--- config.mk ---
export PLATFORM = sky130hd
export DESIGN_NAME = seq_restoring_divider
export DESIGN_NICKNAME = d
export VERILOG_FILES = /design/src/rtl/seq_restoring_divider.sv
export SDC_FILE = /design/constraint.sdc
export NUM_CORES = 1
export LEC_CHECK = 0
export BUFFER_PORTS_ARGS = -buffer_cell sky130_fd_sc_hd__clkbuf_2
export CORE_UTILIZATION = 50
export CTS_BUF_LIST = sky130_fd_sc_hd__clkbuf_4
export DETAILED_ROUTE_END_ITERATION = 10
export GPL_TIMING_DRIVEN = 0
export PLACE_DENSITY_LB_ADDON = 0.15
export SYNTH_ARGS = -nofsm -noshare
export SYNTH_HDL_FRONTEND = slang
export SYNTH_SLANG_ARGS = --single-unit
--- constraint.sdc ---
create_clock -name clk -period 2.5 [get_ports clk]
set_input_delay 0.25 -clock clk [delete_from_list [all_inputs] [get_ports clk]]
set_output_delay 0.25 -clock clk [all_outputs]
set_load 0.02 [all_outputs]
--- src/rtl/seq_restoring_divider.sv ---
// rtl/seq_restoring_divider.sv - iterative unsigned restoring divider, one quotient bit per clock
module seq_restoring_divider #(
    parameter int WIDTH = 8,
    parameter int CNT_W = 4
) (
    input  logic             clk,
    input  logic             rst_n,
    input  logic             start,
    input  logic [WIDTH-1:0] dividend,
    input  logic [WIDTH-1:0] divisor,
    output logic [WIDTH-1:0] quotient,
    output logic [WIDTH-1:0] remainder,
    output logic             busy,
    output logic             done,
    output logic             div_by_zero
);

    typedef enum logic [1:0] {
        S_IDLE = 2'd0,
        S_CALC = 2'd1,
        S_DONE = 2'd2
    } state_t;

    state_t           state_q, state_d;
    logic [WIDTH:0]   r_q, r_d;
    logic [WIDTH-1:0] qs_q, qs_d;
    logic [WIDTH-1:0] dv_q, dv_d;
    logic [CNT_W-1:0] cnt_q, cnt_d;
    logic [WIDTH-1:0] quot_q, quot_d;
    logic [WIDTH-1:0] rem_q, rem_d;
    logic             dbz_q, dbz_d;

    logic [WIDTH:0]   shifted;
    logic [WIDTH:0]   trial;
    logic [WIDTH:0]   step_r;
    logic [WIDTH-1:0] step_q;

    // Shift the next dividend bit into the partial remainder and try subtracting the divisor.
    assign shifted = {r_q[WIDTH-1:0], qs_q[WIDTH-1]};
    assign trial   = shifted - {1'b0, dv_q};

    always_comb begin
        if (!trial[WIDTH]) begin
            step_r = trial;
            step_q = {qs_q[WIDTH-2:0], 1'b1};
        end else begin
            step_r = shifted;
            step_q = {qs_q[WIDTH-2:0], 1'b0};
        end
    end

    always_comb begin
        state_d = state_q;
        r_d     = r_q;
        qs_d    = qs_q;
        dv_d    = dv_q;
        cnt_d   = cnt_q;
        quot_d  = quot_q;
        rem_d   = rem_q;
        dbz_d   = dbz_q;
        case (state_q)
            S_IDLE: begin
                if (start) begin
                    if (divisor != '0) begin
                        qs_d    = dividend;
                        dv_d    = divisor;
                        r_d     = '0;
                        cnt_d   = CNT_W'(WIDTH);
                        state_d = S_CALC;
                    end else begin
                        quot_d  = '1;
                        rem_d   = dividend;
                        dbz_d   = 1'b1;
                        state_d = S_DONE;
                    end
                end
            end
            S_CALC: begin
                r_d   = step_r;
                qs_d  = step_q;
                cnt_d = cnt_q - CNT_W'(1);
                if (cnt_q == CNT_W'(1)) begin
                    quot_d  = step_q;
                    rem_d   = step_r[WIDTH-1:0];
                    dbz_d   = 1'b0;
                    state_d = S_DONE;
                end
            end
            S_DONE: begin
                state_d = S_IDLE;
            end
            default: begin
                state_d = S_IDLE;
            end
        endcase
    end

    always_ff @(posedge clk) begin
        if (!rst_n) begin
            state_q <= S_IDLE;
            r_q     <= '0;
            qs_q    <= '0;
            dv_q    <= '0;
            cnt_q   <= '0;
            quot_q  <= '0;
            rem_q   <= '0;
            dbz_q   <= 1'b0;
        end else begin
            state_q <= state_d;
            r_q     <= r_d;
            qs_q    <= qs_d;
            dv_q    <= dv_d;
            cnt_q   <= cnt_d;
            quot_q  <= quot_d;
            rem_q   <= rem_d;
            dbz_q   <= dbz_d;
        end
    end

    assign busy        = (state_q == S_CALC);
    assign done        = (state_q == S_DONE);
    assign quotient    = quot_q;
    assign remainder   = rem_q;
    assign div_by_zero = dbz_q;

endmodule

Yosys cells after proc, flatten, opt, wreduce, memory -nomap -nowiden
Cells that the tools add are included.
{ "op_classes": {"mux": 27, "eq_ne": 7, "add_sub_neg": 2, "reduce_logical": 7} }
{ "op_table": {"columns": ["operator", "count"], "rows": [
  ["$mux W8", 11],
  ["$pmux W8 S2", 4],
  ["$sub A9 B8 Y9", 1],
  ["$mux W4", 2],
  ["$pmux W4 S2", 1],
  ["$reduce_bool A8 Y1", 1],
  ["$mux W2", 3],
  ["$ne A2 B2 Y1 const B", 3],
  ["$reduce_and A3 Y1", 2],
  ["$eq A4 B1 Y1 const B", 1],
  ["$mux W1", 4],
  ["$pmux W2 S2", 1],
  ["$reduce_and A4 Y1", 1],
  ["$sub A4 B1 Y4 const B", 1],
  ["$eq A2 B1 Y1 const B", 1],
  ["$eq A2 B2 Y1 const B", 1],
  ["$logic_not A2 Y1", 1],
  ["$ne A2 B1 Y1 const B", 1],
  ["$pmux W1 S2", 1],
  ["$reduce_and A2 Y1", 1],
  ["$reduce_bool A2 Y1", 1]
]} }
{ "word_totals": {"output_inout_bits": 19, "elab_cells": 51, "in_bits": 19, "reg_bits": 47} }

Longest topological paths before layout
{ "depth": {"ltp_word": 4, "depth_mapped": 11, "mapped_depth_nobuf": 10} }

Worst setup path after synthesis
Ideal clock, no wire load.
{ "synth_path": {"kind": "register to register", "start": "register qs_q[7]", "end": "register rem_q[4] (netlist: remainder[4])", "path_stages_with_launch": 12, "n_path_buf": 1, "setup_ps": 60, "synth_period_minus_slack_ps": 2328, "required_time_ps": 2440, "slack_ps": 172, "arrival_ps": 2268, "path_cell_list": "dfxtp_1 > inv_1 > ha_1 > inv_1 > fa_1 > a211oi_2 > nor3_2 > mux2i_1 > and2_1 > buf_6 > mux2i_1 > o221a_1"} }
{ "synth_between": {"elab_chain_len": 4} }
{ "synth_lines": {"columns": ["element", "line_no", "text"], "rows": [
  ["from (decl)", "26", "logic [WIDTH-1:0] qs_q, qs_d;"],
  ["from (signal assigned)", "111", "qs_q <= qs_d;"],
  ["$sub A9 B8 Y9", "40", "assign trial = shifted - {1'b0, dv_q};"],
  ["$mux W8", "43", "if (!trial[WIDTH]) begin"],
  ["$mux W8", "82", "if (cnt_q == CNT_W'(1)) begin"],
  ["$pmux W8 S2", "61", "case (state_q)"],
  ["to (signal assigned)", "115", "rem_q <= rem_d;"],
  ["to (decl)", "30", "logic [WIDTH-1:0] rem_q, rem_d;"]
]} }
Every way passes these cells. The select of a mux whose other input is x is not followed.
A chain may end at the register's enable or synchronous reset.

Final worst setup path
{ "layout_path": {"start": "register qs_q[7]", "end": "register rem_q[3] (netlist: remainder[3])"} }
The elaborated chain is that of the path after synthesis.

==> results_dict.tcl <==
set metrics [dict create \
    path_cells "inv_1 > ha_2 > inv_1 > fa_2 > a211oi_4 > nor3_2 > mux2i_2 > and2_4 > buf_8 > mux2i_4 > a31oi_1" \
    max_clock_freq_ghz 0.415 \
    route.top_layer_used "met4" \
    ys_top_cells_by_area "dfxtp_1 (41%), ha_1 (5.4%), nand2_1 (5.2%)" \
    fin_area_mm2 0.00272 \
    clock_latency_ps 370 \
    syn-num-nets 295 \
    grt_setup_unrepaired "yes" \
    power_density_mw_per_mm2 719 \
    synth_top_cell_by_area "dfxtp_1" \
    fin_nets 344 \
    die_w_um 69.9 \
    drt-met1-wl_um 2700 \
    multi_input_area_mm2 0.00130 \
    ff_latch_area_um2 942 \
    cts_buffer_depth 2 \
    first_pass_iters 4 \
    io_buffers 37 \
    cts-root-buf "clkbuf_4" \
    grt_usage_pct 24.3 \
    slew_headroom_pct 47.3 \
    clk_pin_slew_ps 140 \
    preCtsSetupSlack_ps -186 \
    slowest_delay_ps 390 \
    clkSinkCount 47 \
    crit_arrival_ps 2650 \
    end_kind "flip-flop" \
    min_path_type "input pin to flip-flop" \
    final_max_slew_viol_count 0 \
    setup_viol 0 \
    totalPowerFinal_w 0.00196 \
    grt_pass1_vias 1941 \
    leakage_nw 1.16 \
    crit_family "adder cells" \
    cpMaxStageDelayCell "fa_2" \
    ys_warn_count 0 \
    status "completed" \
    die_area_mm2 0.00489 \
    synthFlopType "dfxtp_1" \
    fin_tns_setup_ps 0 \
    path_buf_inv 3 \
    ys_ff_latch 47 \
    avgSynthCellArea_um2 8.71 \
    antenna_cells 0 \
    period_share_pct 96.3 \
    routed_wl_um 5600 \
    required_ps 2740 \
    grt_pass1_wl_um 9340 \
    crit_path_start_kind "flip-flop" \
    nFillCells 393 \
    cts_buffers 5 \
    antenna_found_initial 0 \
    start_util_pct 52.6 \
    synth_top_area_share_pct 40.8 \
    vias 2106 \
    fin_skew_ps 6.08 \
    route.detailed.drc 0 \
    place_congestion 0.809 \
    wl_per_cell_um 15.3 \
    die_h_um 69.9 \
    area_growth_pct 18.1 \
    wl_met2_um 2590 \
    dpl.hpwl_um 4120 \
    synth_cells 265 \
    ys_types 47 \
    critical_path.max_fanout 10 \
    cts_tree "done" \
    critical_path_class "flip-flop to flip-flop" \
    synth_area_mm2 0.00231 \
    ir_worst_vdd_mv 0.392 \
    cp_common_cell "inv_1" \
    grt-ovfl-total 0 \
    via_per_inst 5.75 \
    rows 24 \
    drt_iter0_drc 208 \
    async_flop_share_pct 0 \
    placed_area_mm2 0.00256 \
    route.met3.wl_um 254 \
    drive_gt1_share_pct 22.9 \
    grt_max_degree 15 \
    drtAntennaViolNets 0 \
    io_pins 38 \
    ys_top_cells_by_count "dfxtp_1 (47), nand2_1 (32), nor2_1 (22)" \
    period_minus_slack_ps 2410 \
    maxCapViolations 0 \
    hold_viol_final 0 \
    synth.most_common_cell "dfxtp_1" \
    setup_slack_ps 93.2 \
    synth_edf_count 0 \
    worst_pin_slew_ps 791 \
    hold_buffers 0 \
    core_mm2 0.00438 \
    synth.yosys.seq_area_share_pct 40.8 \
    htree_levels 2 \
]
## where the power goes
group / switching, W / internal [W]
registers: 0.0000462 / 0.000807
logic: 0.000351 / 0.000298
clock network: 0.000250 / 0.000205
## layout make-up
class / count / share of cell area (%)
Timing Repair Buffer: 42 / 8.18
Inverter: 14 / 1.93
Clock inverter: 2 / 1.38
Buffer: 14 / 2.39
Tap cell: 52 / 2.39
Sequential cell: 47 / 34.6
Clock buffer: 5 / 1.38
Multi-Input combinational cell: 190 / 47.8
## sequential cells by signal, indices dropped and copies added, names as in the netlist
signal       cells
dv_q             8
cnt_q            4
r_q              8
remainder        8
quotient         8
qs_q             8
div_by_zero      1
state_q          2
## kinds of logic (layout without fill, tap and decap cells)
family / Yosys count / after routing / share of synthesized area [%]
muxes: 11 / 11 / 4.77
buffers and inverters: 28 / 77 / 4.93
AOI/OAI and AO/OA: 74 / 74 / 23.3
DFF: 47 / 47 / 40.8
adders and majority gates: 11 / 11 / 6.29
and+or+nand+nor: 89 / 89 / 18.1
xor gates and xnor gates: 5 / 5 / 1.90
## metrics by stage
stage,std cells,utilization [%],hold WS (ps)
finish,366,62.1,126
global route,366,62.1,117
CTS,363,60.7,119
detailed placement,354,58.3,471
global placement,354,58.3,468
floorplan,265,-,394
## timing repair
action	in CTS	in global routing
setup buffers	2	3
setup endpoints to repair	15	13
resized for setup	4	8
pin swaps	1	5
## worst register-to-register path: stages (launching register included)
cell and delay [ps]:
dfxtp_2 350, inv_1 60, ha_2 170, inv_1 60, fa_2 390, a211oi_4 250, nor3_2 70, mux2i_2 240
and2_4 190, buf_8 140, mux2i_4 260, a31oi_1 110
## routing by layer
metal | GRT usage (%) | vias to the layer above
met1 | 33.4 | 992
met2 | 39.3 | 50
met5 | 0 | -
li1 | - | 1059
met4 | 7.33 | 0
met3 | 3.75 | 5
## path summary, 6_finish.rpt
check	from	to	slack, ps	cells past startpoint
max	qs_q[7]$_SDFFE_PN0P_	remainder[3]$_SDFFE_PN0P_	90	11
min	divisor[0]	dv_q[0]$_SDFFE_PN0P_	130	3
max reg2reg	qs_q[7]$_SDFFE_PN0P_	remainder[3]$_SDFFE_PN0P_	90	11
min reg2reg	r_q[1]$_SDFFE_PN0P_	r_q[1]$_SDFFE_PN0P_	480	2
## placed cells by master (no fill, tap or decap), drive strengths merged, types with 2 or more instances in the layout
cell type   n
a21o        5
inv        14
o221a       8
nand2      32
nand3       6
xor2        2
a211oi      6
o211ai      2
a21oi      15
nor2       22
nor2b       3
nor3        4
ha         10
nor4        3
nand2b      5
buf         7
o21a        3
a31oi      11
o21ai       9
or3         2
dfxtp      47
and2        6
clkbuf     54
xnor2       3
nand4       2
mux2i      11
a311oi      7
(Power assumes the default switching activity.)
